==> config.mk <==
export PLATFORM = sky130hd
export DESIGN_NAME = int_to_chars_flat
export DESIGN_NICKNAME = d
export VERILOG_FILES = /design/src/rtl/int_to_chars_if.sv /design/src/rtl/int_to_chars.sv /design/src/flat_wrapper.sv
export SDC_FILE = /design/constraint.sdc
export NUM_CORES = 1
export LEC_CHECK = 0
export ABC_AREA = 1
export BUFFER_PORTS_ARGS = -buffer_cell sky130_fd_sc_hd__buf_2
export CAP_MARGIN = 20
export CELL_PAD_IN_SITES_DETAIL_PLACEMENT = 1
export CELL_PAD_IN_SITES_GLOBAL_PLACEMENT = 2
export CORE_ASPECT_RATIO = 0.8
export CORE_MARGIN = 5
export CORE_UTILIZATION = 38
export CTS_CLUSTER_DIAMETER = 40
export CTS_CLUSTER_SIZE = 16
export DETAILED_ROUTE_END_ITERATION = 10
export PLACE_DENSITY_LB_ADDON = 0.25
export SLEW_MARGIN = 20
export SYNTH_ARGS = -nofsm -noshare
export SYNTH_HDL_FRONTEND = slang
export SYNTH_SLANG_ARGS = --single-unit
==> constraint.sdc <==
create_clock -name clk -period 3.6 [get_ports clk]
set_input_delay 0.72 -clock clk [delete_from_list [all_inputs] [get_ports clk]]
set_output_delay 0.72 -clock clk [all_outputs]
set_load 0.1 [all_outputs]
==> src/rtl/int_to_chars_if.sv <==
// Handshake bundle for int_to_chars: value in, one ASCII digit out.
// master = producer/consumer side, slave = the converter.
interface int_to_chars_if #(
  parameter int VAL_W = 16
);
  logic             in_valid;
  logic [VAL_W-1:0] in_value;
  logic             in_ready;
  logic             out_valid;
  logic [7:0]       out_char;
  logic             out_last;
  logic             out_ready;
  logic             busy;

  modport master (
    output in_valid, in_value, out_ready,
    input  in_ready, out_valid, out_char,
    input  out_last, busy
  );

  modport slave (
    input  in_valid, in_value, out_ready,
    output in_ready, out_valid, out_char,
    output out_last, busy
  );
endinterface

==> src/rtl/int_to_chars.sv <==
// Unsigned integer to ASCII decimal string, MSD first, leading zeros dropped.
// Double-dabble conversion, then one character per accepted transfer.
module int_to_chars #(
  parameter int VAL_W  = 16,
  parameter int DIGITS = 5
) (
  input  logic          clk,
  input  logic          resetn,
  int_to_chars_if.slave io
);
  localparam int BW = 4 * DIGITS;
  localparam int CW = $clog2(VAL_W + 1);
  localparam int IW = (DIGITS > 1) ? $clog2(DIGITS) : 1;

  typedef enum logic [1:0] {
    IDLE,
    CONVERT,
    EMIT
  } state_t;

  state_t           state, state_n;
  logic [BW-1:0]    bcd, bcd_n, adj;
  logic [VAL_W-1:0] value, value_n;
  logic [CW-1:0]    cnt, cnt_n;
  logic [IW-1:0]    idx, idx_n, msd;
  logic [3:0]       nib;

  always_ff @(posedge clk or negedge resetn) begin
    if (!resetn) begin
      state <= IDLE;
      bcd   <= '0;
      value <= '0;
      cnt   <= '0;
      idx   <= '0;
    end else begin
      state <= state_n;
      bcd   <= bcd_n;
      value <= value_n;
      cnt   <= cnt_n;
      idx   <= idx_n;
    end
  end

  always_comb begin
    adj = bcd;
    msd = '0;
    nib = '0;
    for (int i = 0; i < DIGITS; i++) begin
      if (bcd[i*4+:4] >= 4'd5)
        adj[i*4+:4] = bcd[i*4+:4] + 4'd3;
      if (bcd[i*4+:4] != 4'd0)
        msd = IW'(i);
      if (idx == IW'(i))
        nib = bcd[i*4+:4];
    end
  end

  always_comb begin
    state_n      = state;
    bcd_n        = bcd;
    value_n      = value;
    cnt_n        = cnt;
    idx_n        = idx;
    io.in_ready  = (state == IDLE);
    io.busy      = (state != IDLE);
    io.out_valid = 1'b0;
    io.out_last  = 1'b0;
    io.out_char  = 8'd0;
    unique case (state)
      IDLE: begin
        if (io.in_valid) begin
          value_n = io.in_value;
          bcd_n   = '0;
          cnt_n   = CW'(VAL_W);
          state_n = CONVERT;
        end
      end
      CONVERT: begin
        // One extra cycle after the last shift picks the leading digit.
        if (cnt == '0) begin
          idx_n   = msd;
          state_n = EMIT;
        end else begin
          {bcd_n, value_n} = {adj, value} << 1;
          cnt_n = cnt - CW'(1);
        end
      end
      EMIT: begin
        io.out_valid = 1'b1;
        io.out_last  = (idx == '0);
        io.out_char  = 8'd48 + {4'd0, nib};
        if (io.out_ready) begin
          if (idx == '0)
            state_n = IDLE;
          else
            idx_n = idx - IW'(1);
        end
      end
      default: state_n = IDLE;
    endcase
  end
endmodule

==> src/flat_wrapper.sv <==
// flat-port wrapper written by rule: the top's interface ports become plain ports
module int_to_chars_flat 
#(
  parameter int VAL_W  = 16,
  parameter int DIGITS = 5
)
  (clk, resetn, io_in_valid, io_in_value, io_out_ready, io_in_ready, io_out_valid, io_out_char, io_out_last, io_busy);
  int_to_chars_if #(.VAL_W(VAL_W)) io_i ();
  input  logic clk;
  input  logic resetn;
  input wire logic [$bits(io_i.in_valid)-1:0] io_in_valid;
  input wire logic [$bits(io_i.in_value)-1:0] io_in_value;
  input wire logic [$bits(io_i.out_ready)-1:0] io_out_ready;
  output wire logic [$bits(io_i.in_ready)-1:0] io_in_ready;
  output wire logic [$bits(io_i.out_valid)-1:0] io_out_valid;
  output wire logic [$bits(io_i.out_char)-1:0] io_out_char;
  output wire logic [$bits(io_i.out_last)-1:0] io_out_last;
  output wire logic [$bits(io_i.busy)-1:0] io_busy;
  assign io_i.in_valid = io_in_valid;
  assign io_i.in_value = io_in_value;
  assign io_i.out_ready = io_out_ready;
  assign io_in_ready = io_i.in_ready;
  assign io_out_valid = io_i.out_valid;
  assign io_out_char = io_i.out_char;
  assign io_out_last = io_i.out_last;
  assign io_busy = io_i.busy;
  int_to_chars #(.VAL_W(VAL_W), .DIGITS(DIGITS)) u_core (.clk(clk), .resetn(resetn), .io(io_i));
endmodule
==> After elaboration in Yosys (flattened, before gate mapping) <==
Cells that the tools add are included.
{ "op_classes": {"n_reduce_logical": 13, "n_addsub": 8, "order_cmp": 5, "n_eq_ne": 12, "n_mux": 35} }
{ "op_table": {"columns": ["op", "count"], "rows": [
  ["two-way mux 20 bit", 2],
  ["one-hot mux 20 bit (2 select lines)", 1],
  ["two-way mux 4 bit", 9],
  ["two-way mux 16 bit", 2],
  ["one-hot mux 16 bit (2 select lines)", 1],
  [">= comparator 4 x 3 -> 1 bit, second input constant", 5],
  ["adder 4 x 2 -> 4 bit, second input constant", 4],
  ["nonzero test 4 bit", 4],
  ["two-way mux 3 bit", 5],
  ["two-way mux 2 bit", 6],
  ["two-way mux 5 bit", 2],
  ["one-hot mux 5 bit (2 select lines)", 1],
  ["two-way mux 8 bit", 1],
  ["inequality test 2 bit, second input constant", 4],
  ["AND reduction 4 bit", 2],
  ["adder 6 x 4 -> 7 bit, first input constant", 1],
  ["== test 3 x 2 -> 1 bit, second input constant", 2],
  ["one-hot mux 2 bit (3 select lines)", 1],
  ["one-hot mux 3 bit (2 select lines)", 1],
  ["nonzero test 2 bit", 3],
  ["logical NOT 5 bit", 1],
  ["subtractor 5 x 1 -> 5 bit, second input constant", 1],
  ["inequality test 2 x 1 -> 1 bit, second input constant", 2],
  ["adder 3 x 2 -> 3 bit, second input constant", 1],
  ["other kinds (9)", 11]
]} }
{ "totals": {"register_bits": 46, "input_bits": 20, "wordCells": 78, "output_inout_bits": 12} }

==> Longest topological paths before layout <==
{ "depth": {"word_depth": 8, "ltp_mapped": 10} }

==> Least setup slack after synthesis <==
Ideal clock, no wire load.
{ "synth_timing": {"path_kind": "register to output", "start": "register u_core.idx[0]", "end": "output io_out_char[1]", "path_stages_with_launch": 11, "arrival_ns": 2.622, "t_required_ns": 2.880, "slack_ns": 0.258, "path_buffers": 0, "path_cell_list": "dfrtp_1 > inv_1 > ha_1 > inv_1 > nor2_1 > nand2_1 > nand2_1 > nand2_1 > nand2_1 > nand2_1 > a21oi_1"} }
{ "synth_between": {"elab_chain_len": 8, "word_cells_on_any_way": 12, "classes_between": "add/sub: 1; eq/ne: 4; mux: 6; reduce/logical: 1"} }
{ "synth_lines": {"columns": ["item", "line_no", "rtl"], "rows": [
  ["from (decl)", "int_to_chars.sv:25", "logic [IW-1:0] idx, idx_n, msd;"],
  ["from (signal assigned)", "int_to_chars.sv:40", "idx <= idx_n;"],
  ["logical NOT 3 bit", "int_to_chars.sv:53", "if (idx == IW'(i))"],
  ["two-way mux 4 bit (4 in a row)", "int_to_chars.sv:53", null],
  ["two-way mux 4 bit *", "int_to_chars.sv:53", null],
  ["adder 6 x 4 -> 7 bit *", "int_to_chars.sv:91", "io.out_char = 8'd48 + {4'd0, nib};"],
  ["two-way mux 8 bit *", "int_to_chars.sv:69", "unique case (state)"],
  ["to (decl)", "flat_wrapper.sv:16", "output wire logic [$bits(io_i.out_char)-1:0] io_out_char;"]
]} }
Every way passes the cells marked *; elsewhere a longest branch is shown, timed or not.

==> Worst setup path in the final report <==
{ "layout_timing": {"start": "register u_core.idx[0]", "end": "output io_out_char[0]"} }
Same word-level chain as after synthesis.

==> reports/summary.txt <==
Total of max-cap violations: 0
Post-synthesis sequential element count: 46
RSZ-0062 raised after global routing: false
Root buf cell: clkbuf_8
Io pins: 32
R2r startpoint: u_core.state[1]
Main flop type after synthesis: dfrtp_1
Rel. slew slack: 55.0%
Pins Over Slew Limit: 0
Hold_buf cts: 0
Largest fanout on the critical path: 5
Die extent in x: 110 um
Number of enable flip-flop cells after synthesis: 0
Sequential share of the synthesized area: 38.0%
Final setup TNS: 0 ns
Postcts setup bufs: 0
Area delta synth->final: 9.62%
Post-route ant nets: 0
Vias in the first global route: 2,558
Final setup vio count: 0
Total gr overflow: 0
Crit end category: output pin
Post-Synthesis Cells: 371
Synthesized area: 3030 um^2
Buffers on Ports: 29
Layout cells sized above 1: 22.7%
Minimum clock period: 2.98 ns
# resized after CTS: 0
Yosys warns: 0
Commonest non-fill, non-tap cell in the layout: nand2_1
Hold Crit Class: in2async
Core ar.: 7840 um^2
Hold Vio Cnt, Final: 0
CTS Buf Count: 5
Post-synth ARST share: 100%
Global-route usage over all layers: 15.5%
Initial DRC count: 69
Clock tree buffer depth: 2
Pre-CTS setup slack: 0.947 ns
Per-cell routed wire length: 14.3 um
Pleak: 1.67 nW
Yosys cell types: 35
Initial antenna violation count: 0
Sink Count: 46
Cells on worst reg2reg path: 6
Max Freq: 336 MHz
Status: completed
Detail-routed via count per cell: 4.91
Detailed-placement wirelength estimate: 5350 um
Initial Util: 38.6%
H-tree depth: 2
Worst-Margin Slew: 0.675 ns
Worst setup margin: 0.621 ns
Placer congestion estimate: 0.776
Critical Path AT: 2.26 ns
Synth Area per Inst: 8.16 um^2
Drt drc: 0
R2R setup slack: 1.60 ns
Critical Path RT: 2.88 ns
Peak VDD IR: 0.501 mV
Antenna Cells: 0
Largest net degree at the start of global routing: 55
CTS tree: done
Worst R2R End: u_core.value[15]
Pwr/cell area: 1070 nW/um^2
Clock transition at the registers of the reported paths: 0.09 ns
First-pass GRT wire length: 12,500 um
WS Path Type: reg2out
Worst clock skew: 0.00445 ns
Standard-cell rows: 29
Final net count: 432
Clk Latency, worst-skew pair: 0.29 ns
Detailed-route via count: 2,480
Drt total wl: 7210 um
Commonest cells after routing, fill and taps aside: nand2_1, inv_1, dfrtp_1
Startpoint Class: flip-flop
Die area: 9870 um^2
1st-pass router iterations: 4
Die Ht: 89.9 um
Fin crit share: 82.7%
==> synth_stat cells (4+ instances only) <==
| cell type | number | area, um^2 |
|---|---|---|
| buf_2 | 4 | 20.0 |
| o211ai_2 | 11 | 138 |
| nor2_1 | 14 | 52.6 |
| o22ai_2 | 9 | 113 |
| dfrtp_1 | 46 | 1150 |
| inv_2 | 5 | 18.8 |
| inv_1 | 59 | 221 |
| o211ai_1 | 4 | 30.0 |
| buf_4 | 5 | 37.5 |
| buf_6 | 5 | 56.3 |
| o21ai_1 | 12 | 60.1 |
| ha_1 | 16 | 200 |
| nand3_1 | 23 | 115 |
| a21oi_1 | 5 | 25.0 |
| nand2_1 | 83 | 312 |
| o21ai_0 | 30 | 150 |
| o21ai_2 | 15 | 131 |
==> layer usage <==
layer | vias up | track usage, % | share of wire, %
met5 | - | 0 | 0
met2 | 30 | 24.5 | 46
li1 | 1249 | - | -
met1 | 1197 | 22.2 | 51
met3 | 4 | 2.87 | 2.7
met4 | 0 | 2.60 | 0.55
==> critical path, cell delays in order (launching register included) <==
cell     delay [ns]
dfrtp_1        0.42
inv_1          0.15
ha_1           0.22
inv_1          0.05
nor2_1         0.26
nand3_1        0.12
nand3_1        0.09
nand3_1        0.07
a21oi_1        0.13
buf_2          0.44
==> worst max-delay path by stage <==
stage	from	to	slack (ns)	cells past startpoint
floorplan	u_core.idx[0]	io_out_char[1]	0.26	10
global placement	u_core.idx[0]	io_out_char[0]	1.08	9
detailed placement	u_core.idx[0]	io_out_char[0]	0.95	9
CTS	u_core.idx[0]	io_out_char[0]	0.62	9
global route	u_core.idx[0]	io_out_char[0]	0.41	9
finish	u_core.idx[0]	io_out_char[0]	0.62	9
==> registers in the layout (all words and copies together) (netlist names) <==
name / cells
u_core.bcd: 20
u_core.idx: 3
u_core.state: 2
u_core.value: 16
u_core.cnt: 5
==> cell families after synthesis <==
| group | synth area share [%] |
|---|---|
| other cells | 0.124 |
| simple gates | 20.0 |
| flops | 38.0 |
| xor+xnor | 0.578 |
| fa+ha+maj | 6.61 |
| compound gates | 22.9 |
| buf+inv | 11.9 |
==> per-stage QoR <==
| step | hold slack (ns) | cells | cell area, um^2 | power (mW) | utilization, % |
|---|---|---|---|---|---|
| after floorplan | 0.424 | 372 | 3030 | 2.82 | - |
| after CTS | 0.482 | 505 | 3320 | 3.60 | 42.4 |
| after global routing | 0.505 | 505 | 3320 | 3.91 | 42.4 |
| final | 0.452 | 505 | 3320 | 3.54 | 42.4 |
| after detailed placement | 0.496 | 497 | 3210 | 3.19 | 41.0 |
| after global placement | 0.482 | 497 | 3210 | 3.13 | 41.0 |
==> power by group <==
| part | switching (mW) | leakage [nW] | internal [mW] |
|---|---|---|---|
| Combinational | 1.46 | 1.06 | 0.727 |
| Clock | 0.181 | 0.0524 | 0.208 |
| Sequential | 0.176 | 0.564 | 0.786 |
| Total | 1.82 | 1.67 | 1.72 |
==> cell type report <==
cell class / count / area [um^2]
Inverter: 65 / 245
Clock inverter: 1 / 30.0
Tap cell: 108 / 135
Clock buffer: 7 / 76.3
Fill cell: 1004 / 4520
Sequential cell: 46 / 1150
Multi-Input combinational cell: 247 / 1520
Timing Repair Buffer: 31 / 160
Note: power is estimated with default switching activity, not from simulation.
